**src/rtl/jtpopeye_objdma_if.sv**
```systemverilog
// Bus bundle between the object DMA engine, the Z80 bus arbiter, CPU work RAM
// and the object buffer RAM.
interface jtpopeye_objdma_if #(
    parameter int AW = 10
);
    logic          busrq_n;
    logic          busak_n;
    logic [AW-1:0] src_addr;
    logic          src_cs;
    logic [7:0]    src_dout;
    logic [8:0]    obj_addr;
    logic [7:0]    obj_din;
    logic          obj_we;

    modport master (
        output busrq_n, src_addr, src_cs, obj_addr, obj_din, obj_we,
        input  busak_n, src_dout
    );

    modport slave (
        input  busrq_n, src_addr, src_cs, obj_addr, obj_din, obj_we,
        output busak_n, src_dout
    );
endinterface

```
**src/rtl/jtpopeye_objdma.sv**
```systemverilog
// Object-attribute DMA: on each VB rise, grabs the Z80 bus and copies LEN bytes
// from CPU work RAM into the object buffer RAM, two pxl2_cen per byte.
module jtpopeye_objdma #(
    parameter int            AW       = 10,
    parameter logic [AW-1:0] SRC_BASE = '0,
    parameter int            LEN      = 384
) (
    input  logic                  clk,
    input  logic                  rst_n,
    input  logic                  pxl2_cen,
    input  logic                  VB,
    jtpopeye_objdma_if.master     bus,
    output logic                  dma_busy,
    output logic                  dma_err
);

    typedef enum logic [2:0] {IDLE, REQ, RD, WR, REL} state_t;

    localparam logic [8:0] LAST = 9'(LEN - 1);

    state_t        state_q;
    logic          vb_q;
    logic          armed_q;
    logic [8:0]    cnt_q;
    logic          busrq_n_q;
    logic          src_cs_q;
    logic [AW-1:0] src_addr_q;
    logic [8:0]    obj_addr_q;
    logic [7:0]    obj_din_q;
    logic          obj_we_q;
    logic          busy_q;
    logic          err_q;
    logic          start;

    // armed_q suppresses a false edge on the first cen after reset, when vb_q
    // has not yet seen the real VB level.
    assign start = armed_q & VB & ~vb_q;

    // NOTE: all state uses non-blocking assignments so every register samples
    // pre-edge values; blocking here would let later lines see updated state.
    always_ff @(posedge clk or negedge rst_n) begin
        if (!rst_n) begin
            state_q    <= IDLE;
            vb_q       <= 1'b0;
            armed_q    <= 1'b0;
            cnt_q      <= '0;
            busrq_n_q  <= 1'b1;
            src_cs_q   <= 1'b0;
            src_addr_q <= SRC_BASE;
            obj_addr_q <= '0;
            obj_din_q  <= '0;
            obj_we_q   <= 1'b0;
            busy_q     <= 1'b0;
            err_q      <= 1'b0;
        end else if (pxl2_cen) begin
            vb_q    <= VB;
            armed_q <= 1'b1;
            case (state_q)
                IDLE: begin
                    if (start) begin
                        state_q   <= REQ;
                        busrq_n_q <= 1'b0;
                        busy_q    <= 1'b1;
                        err_q     <= 1'b0;
                        cnt_q     <= '0;
                    end
                end
                REQ: begin
                    // Blanking ended before the CPU let go: give up this frame.
                    if (!VB) begin
                        state_q <= REL;
                        err_q   <= 1'b1;
                    end else if (!bus.busak_n) begin
                        state_q    <= RD;
                        src_cs_q   <= 1'b1;
                        src_addr_q <= SRC_BASE;
                    end
                end
                RD: begin
                    state_q    <= WR;
                    obj_din_q  <= bus.src_dout;
                    obj_addr_q <= cnt_q;
                    obj_we_q   <= 1'b1;
                end
                WR: begin
                    obj_we_q <= 1'b0;
                    if (cnt_q == LAST) begin
                        state_q <= REL;
                    end else if (!VB) begin
                        state_q <= REL;
                        err_q   <= 1'b1;
                    end else begin
                        state_q    <= RD;
                        cnt_q      <= cnt_q + 9'd1;
                        src_addr_q <= src_addr_q + 1'b1;
                    end
                end
                REL: begin
                    src_cs_q  <= 1'b0;
                    busrq_n_q <= 1'b1;
                    if (bus.busak_n) begin
                        busy_q  <= 1'b0;
                        state_q <= IDLE;
                    end
                end
                default: state_q <= IDLE;
            endcase
        end
    end

    assign bus.busrq_n  = busrq_n_q;
    assign bus.src_cs   = src_cs_q;
    assign bus.src_addr = src_addr_q;
    assign bus.obj_addr = obj_addr_q;
    assign bus.obj_din  = obj_din_q;
    assign bus.obj_we   = obj_we_q;
    assign dma_busy     = busy_q;
    assign dma_err      = err_q;

endmodule

```
**src/flat_wrapper.sv**
```systemverilog
// flat-port wrapper written by rule: the top's interface ports become plain ports
module jtpopeye_objdma_flat 
#(
    parameter int            AW       = 10,
    parameter logic [AW-1:0] SRC_BASE = '0,
    parameter int            LEN      = 384
)
  (clk, rst_n, pxl2_cen, VB, dma_busy, dma_err, bus_busrq_n, bus_src_addr, bus_src_cs, bus_obj_addr, bus_obj_din, bus_obj_we, bus_busak_n, bus_src_dout);
  jtpopeye_objdma_if #(.AW(AW)) bus_i ();
  input  logic clk;
  input  logic rst_n;
  input  logic pxl2_cen;
  input  logic VB;
  output logic dma_busy;
  output logic dma_err;
  output wire logic [$bits(bus_i.busrq_n)-1:0] bus_busrq_n;
  output wire logic [$bits(bus_i.src_addr)-1:0] bus_src_addr;
  output wire logic [$bits(bus_i.src_cs)-1:0] bus_src_cs;
  output wire logic [$bits(bus_i.obj_addr)-1:0] bus_obj_addr;
  output wire logic [$bits(bus_i.obj_din)-1:0] bus_obj_din;
  output wire logic [$bits(bus_i.obj_we)-1:0] bus_obj_we;
  input wire logic [$bits(bus_i.busak_n)-1:0] bus_busak_n;
  input wire logic [$bits(bus_i.src_dout)-1:0] bus_src_dout;
  assign bus_busrq_n = bus_i.busrq_n;
  assign bus_src_addr = bus_i.src_addr;
  assign bus_src_cs = bus_i.src_cs;
  assign bus_obj_addr = bus_i.obj_addr;
  assign bus_obj_din = bus_i.obj_din;
  assign bus_obj_we = bus_i.obj_we;
  assign bus_i.busak_n = bus_busak_n;
  assign bus_i.src_dout = bus_src_dout;
  jtpopeye_objdma #(.AW(AW), .SRC_BASE(SRC_BASE), .LEN(LEN)) u_core (.clk(clk), .rst_n(rst_n), .pxl2_cen(pxl2_cen), .VB(VB), .bus(bus_i), .dma_busy(dma_busy), .dma_err(dma_err));
endmodule
```
**config.mk**
```make
export PLATFORM = sky130hd
export DESIGN_NAME = jtpopeye_objdma_flat
export DESIGN_NICKNAME = d
export VERILOG_FILES = /design/src/rtl/jtpopeye_objdma_if.sv /design/src/rtl/jtpopeye_objdma.sv /design/src/flat_wrapper.sv
export SDC_FILE = /design/constraint.sdc
export NUM_CORES = 1
export LEC_CHECK = 0
export BUFFER_PORTS_ARGS = -buffer_cell sky130_fd_sc_hd__buf_4
export CORE_MARGIN = 10
export CORE_UTILIZATION = 54
export DETAILED_ROUTE_END_ITERATION = 12
export HOLD_SLACK_MARGIN = 0.02
export PLACE_DENSITY = 0.77
export SYNTH_ARGS = -nofsm -noshare
export SYNTH_HDL_FRONTEND = slang
export SYNTH_SLANG_ARGS = --single-unit
```
**constraint.sdc**
```tcl
create_clock -name clk -period 2.4 [get_ports clk]
set_clock_uncertainty 0.15 [all_clocks]
set_input_delay 0.48 -clock clk [delete_from_list [all_inputs] [get_ports clk]]
set_output_delay 0.48 -clock clk [all_outputs]
set_load 0.05 [all_outputs]
```
==> results of run 1 <==
## worst paths after layout
path,start,depth (start not counted),endpoint
max in group asynchronous,rst_n,1,u_core.bus.busrq_n$_DFFE_PN1P_
worst max-delay path,u_core.cnt_q[0]$_DFFE_PN0P_,6,u_core.bus.src_addr[8]$_DFFE_PN0P_
min in group clk,bus_src_dout[5],2,u_core.bus.obj_din[5]$_DFFE_PN0P_
worst min-delay path,rst_n,1,u_core.bus.src_addr[5]$_DFFE_PN0P_
worst min register to register,u_core.armed_q$_DFFE_PN0P_,1,u_core.armed_q$_DFFE_PN0P_
worst max register to register,u_core.cnt_q[0]$_DFFE_PN0P_,6,u_core.bus.src_addr[8]$_DFFE_PN0P_
## stage by stage
stage | instances | hold slack (ps) | utilization | power [mW] | setup slack, ps
4_1_cts | 299 | 44.0 | 0.694 | 2.62 | 280
2_1_floorplan | 204 | 34.4 | - | 1.84 | 445
3_3_place_gp | 291 | 308 | 0.670 | 2.13 | 342
6_report | 299 | 12.3 | 0.694 | 2.60 | 280
5_1_grt | 299 | 61.2 | 0.694 | 2.74 | 94.2
3_5_place_dp | 291 | 308 | 0.670 | 2.15 | 296
## state kept, by name (all words and copies together), names as in the netlist
signal,count
u_core.bus.src_addr,10
u_core.bus.obj_addr,9
u_core.cnt_q,9
u_core.bus.obj_din,8
u_core.state_q,3
u_core.armed_q,1
u_core.bus.busrq_n,1
u_core.bus.obj_we,1
u_core.bus.src_cs,1
u_core.dma_busy,1
u_core.dma_err,1
u_core.vb_q,1
## placed cells by master, fill, tap and decap left out, drive strengths merged, types with 3 or more instances in the layout
cell / Yosys / routed
a21oi: 4 / 4
a31oi: 3 / 3
and2: 5 / 5
and3: 5 / 5
buf: 6 / 46
clkbuf: 1 / 7
dfrtp: 45 / 45
inv: 4 / 4
mux2: 18 / 18
nand2: 20 / 20
nand3: 11 / 11
nor2: 18 / 18
o211ai: 3 / 3
o21ai: 19 / 19
o31ai: 5 / 5
or2: 4 / 4
## critical path, cell delays in order, from the launching register on
cell and delay (ps):
dfrtp_1 420, ha_1 260, and3_1 230, and3_4 180
or2_4 320, or3_1 360, o21ai_0 100
## cell type report
cell class	count	area, sq um
fill	289	1150
tap	48	60.1
clock inverter	1	5.00
multi-input combinational	147	955
clock buffer	7	86.3
timing repair buffer	46	345
inverter	4	15.0
sequential	46	1150
## report_power, final
group | switching (mW) | internal (mW) | leakage, nW
sequential | 0.151 | 0.933 | 0.604
clock | 0.249 | 0.233 | 0.0482
combinational | 0.682 | 0.354 | 0.592
## cells by family after synthesis
group | after synthesis
simple gates | 77
compound gates | 48
flops | 46
mux | 20
buf+inv | 11
fa+ha+maj | 2
## metal layers
metal,vias up,part of all wire,track usage
met5,-,0,0
met4,0,0.0082,0.0385
met3,4,0.071,0.0566
met2,45,0.49,0.204
met1,830,0.43,0.158
li1,831,-,-
==> qor.yml, run 1 <==
yosys.area.top_type: "dfrtp_1"
hp-class: "in -> async"
cts.sinks: 46
synth_top_family_by_area: "simple AND/OR/NAND/NOR gates"
synth.net_count: 219
num_vias: 1710
cts_made_buffers: 5
dieWidth_um: 83.4
die_h_um: 83.4
cp.arrival_ps: 2170
ir_worst_vdd_mv: 0.837
final.setup.tns_ps: 0
cts_tree: "done"
setup_viol: 0
synth_mux_area_frac: 0.103
clock_latency_ps: 300
drtPass1Iterations: 4
post_cts_buffers: 0
rows: 22
cts_resized: 0
grt_pass1_wl_um: 7800
antenna_found_initial: 0
io_buffers: 44
synthXorXnorAreaFrac: 0
synth.distinct_cells: 44
rsz0062_at_grt: "no"
pin_count: 45
grt_start_max_net_pins: 47
grt_pass1_vias: 1684
area_delta_synth_final_pct: 20.8
period_needed_ps: 2120
dr.first_iter.drc_count: 130
crit_fanout: 14
start_util: 0.575
grt-ovfl-total: 0
wire_per_inst_um: 15.5
slew_viol_final: 0
gp_congestion: 0.785
ant_nets: 0
grt.total_usage: 0.131
setup.worst_path.class: "reg -> reg"
cp-end-kind: "flop"
max_freq_mhz: 472
yosys.area_share.simple: 0.180
synth_edf_count: 0
netlist_top_cells_area: "dfrtp_1, mux2_2, o21ai_0"
root_buffer: "clkbuf_8"
drive_above_1_share: 0.315
synth_most_common_cell: "dfrtp_1"
dpl.hpwl_um: 3410
vias_per_cell: 5.72
drc_errors: 0
status: "completed"
synth_top_area_frac: 0.520
hold_viol: 0
ys_warn_count: 0
placed_cell_area_sq_um: 2530
cts_hold_buf: 0
maxSlewHeadroom: 0.535
fin_crit_sh: 0.883
ys.flop_type: "dfrtp_1"
synth_compound_area_frac: 0.146
core_area_sq_um: 3770
path_clk_slew_ps: 90
p_leak_nw: 1.24
crit_required_ps: 2450
syn_avg_cell_area_sq_um: 10.6
syn_area_sq_um: 2170
synth-seq-cells: 46
antenna_cells: 0
synth-adder-area-share: 0.0115
cts_max_path_buffers: 2
async_flop_share: 1.00
tightest_slew_ps: 695
synth_seq_area_share: 0.532
fp.dieArea_sq_um: 6950
ff2ff_setup_slack_ps: 280
synth_commonest_cells: "dfrtp_1, nand2_1, o21ai_0"
final_area_sq_um: 2620
final_nets: 265
power_density_nw_per_um2: 994
drt_wl_total_um: 4640
syn_inst: 204
drv_cap: 0
startpoint_type: "flop"
h-tree-depth: 2
(Power assumes the default switching activity.)
==> inputs of run 2 (changes only) <==
Settings changed: ABC_AREA from default to 1, ABC_CLOCK_PERIOD_IN_PS from default to 2400, CORE_UTILIZATION 54 to 55.
==> run 2 against run 1 <==
Net effect: combinational power is 21% higher; power is 8.5% higher; first-iteration DRC count decreased by 42%; sequential power hardly changed; non-clock buffer count is 2 lower; global-route usage up 0.98 points; clock power is essentially flat; clock-buffer cell count decreased by 2; die area is 8.0% higher; register-to-register slack improved by 330 ps; synthesized cell count up 43%; routed wire length increased by 7.7%; critical endpoint is now u_core.bus.src_addr[5]$_DFFE_PN0P_.
==> qor.yml, run 2 <==
rsz0062_at_grt: "no"
syn_avg_cell_area_sq_um: 8.38
switchingPower_mw: 1.29
fin_crit_sh: 0.747
area_delta_synth_final_pct: 17.7
swShare: 0.457
h-tree-depth: 2
gp_congestion: 0.882
vias_per_cell: 5.02
grt-ovfl-total: 0
drive_above_1_share: 0.277
post_cts_buffers: 0
antenna_found_initial: 0
cp_cell_sequence: "ha_1, nand3_4, nor2_8, a21oi_2, o21ai_0, nand2_1"
synth_commonest_cells: "nand2_1, dfrtp_1, inv_1"
rows: 24
dr.first_iter.drc_count: 76
hold_viol: 0
synth_most_common_cell: "nand2_1"
setup_viol: 0
final_nets: 350
grt_pass1_wl_um: 8740
synth_seq_area_share: 0.472
drt_wl_total_um: 5000
cp-end-kind: "flop"
cts_tree: "done"
grt_start_max_net_pins: 47
ys.flop_type: "dfrtp_1"
seq_area_sq_um: 1150
syn_inst: 291
p_clk_frac: 0.170
power.internal_mw: 1.53
ys_warn_count: 0
hp-class: "in -> async"
dpl.hpwl_um: 3710
max_freq_mhz: 558
multi_input_area_sq_um: 1130
netlist_top_cells_area: "dfrtp_1, nand2_1, mux2_2"
dieWidth_um: 86.6
cts_max_path_buffers: 2
n_fill_cell: 398
finalPower_mw: 2.82
mostFrequentLayoutCells: "nand2_1, dfrtp_1, buf_4"
wire_per_inst_um: 12.9
die_h_um: 86.6
crit_fanout: 11
yosys.area.top_type: "dfrtp_1"
clock_latency_ps: 310
cpMaxStageDelayCell: "dfrtp_1"
drtPass1Iterations: 4
final_area_sq_um: 2870
ant_nets: 0
max_stage_delay_ps: 440
synth.net_count: 306
num_vias: 1948
synth-seq-cells: 46
placed_cell_area_sq_um: 2780
reg2reg_depth: 6
p_leak_nw: 1.48
final.setup.tns_ps: 0
cts_resized: 0
synth_edf_count: 0
tightest_slew_ps: 565
maxSlewHeadroom: 0.623
core_area_sq_um: 4320
crit_required_ps: 2500
synth.distinct_cells: 36
pin_count: 45
drv_cap: 0
power_frac_seq: 0.383
layout_commonest_cell: "nand2_1"
grt.total_usage: 0.140
period_needed_ps: 1790
largest_register_ffs: 10
path_clk_slew_ps: 90
root_buffer: "clkbuf_8"
cp.arrival_ps: 1890
cts.sinks: 46
status: "completed"
start_util: 0.564
async_flop_share: 1.00
setup.worst_path.class: "reg -> reg"
grt_pass1_vias: 1917
ir_worst_vdd_mv: 0.412
drc_errors: 0
power_density_nw_per_um2: 983
p_comb_frac: 0.446
fp.dieArea_sq_um: 7500
slew_viol_final: 0
startpoint_type: "flop"
syn_area_sq_um: 2440
io_buffers: 44
antenna_cells: 0
cts_hold_buf: 0
cts_made_buffers: 5
synth_top_area_frac: 0.462
==> run 2: changes by cell type after synthesis, sizes merged, moves of 4 or more <==
| cell | change |
|---|---|
| and2 | -5 |
| and3 | -5 |
| inv | +24 |
| mux2 | -8 |
| nand2 | +86 |
| nand3 | +13 |
| nor2 | +10 |
| o31ai | -4 |
==> run 2: cells by family after synthesis <==
logic type / count (synthesis) / share of synthesized area
and+or+nand+nor: 168 / 0.327
DFF: 46 / 0.472
buffers and inverters: 35 / 0.0646
AOI/OAI and AO/OA: 27 / 0.0687
muxes: 10 / 0.0462
xor gates and xnor gates: 3 / 0.0108
adders and majority gates: 2 / 0.0103
==> run 2: path summary, 6_finish.rpt <==
path | startpoint | to | slack [ps]
hold / removal | rst_n | u_core.bus.obj_din[3]$_DFFE_PN0P_ | 8
hold reg to reg | u_core.armed_q$_DFFE_PN0P_ | u_core.armed_q$_DFFE_PN0P_ | 340
setup reg to reg | u_core.cnt_q[0]$_DFFE_PN0P_ | u_core.bus.src_addr[5]$_DFFE_PN0P_ | 610
max in group asynchronous | rst_n | u_core.bus.src_addr[1]$_DFFE_PN0P_ | 1700
setup / recovery | u_core.cnt_q[0]$_DFFE_PN0P_ | u_core.bus.src_addr[5]$_DFFE_PN0P_ | 610
min in group clk | bus_src_dout[4] | u_core.bus.obj_din[4]$_DFFE_PN0P_ | 250
==> run 2: cell type report <==
type	instances	share of cell area
Clock buffer	5	0.0240
Clock inverter	3	0.00740
Timing Repair Buffer	44	0.115
Inverter	28	0.0366
Tap cell	52	0.0226
Sequential cell	46	0.401
Multi-Input combinational cell	210	0.393
==> run 2: stage by stage <==
| step | worst slack, ps | utilization | hold WS, ps | std cells |
|---|---|---|---|---|
| global placement | 618 | 0.644 | 315 | 380 |
| finish | 606 | 0.664 | 8.07 | 388 |
| global route | 447 | 0.664 | 55.0 | 388 |
| detailed placement | 607 | 0.644 | 318 | 380 |
| CTS | 592 | 0.664 | 40.9 | 388 |
| floorplan | 621 | - | 34.4 | 291 |
==> run 2: power groups by stage <==
stage	Clock (mW)	Sequential [mW]	Combinational, mW
after global routing	0.532	1.11	1.37
final	0.481	1.08	1.26
after detailed placement	0	1.10	1.28
after CTS	0.494	1.08	1.28
after global placement	0	1.09	1.26
after floorplan	0	1.52	0.497
==> run 2: per-layer routing <==
| layer | GRT usage | up-vias | wire length [um] |
|---|---|---|---|
| met3 | 0.0450 | 7 | 289 |
| li1 | - | 1017 | - |
| met4 | 0.0501 | 0 | 86 |
| met2 | 0.234 | 38 | 2410 |
| met5 | 0 | - | 0 |
| met1 | 0.165 | 886 | 2210 |
==> run 2: worst max-delay path: cells and delay by family (launching register included) <==
kind	cells	cell delay, ps
adders and majority gates	1	270
AOI/OAI and AO/OA	2	590
DFF	1	440
and+or+nand+nor	3	280
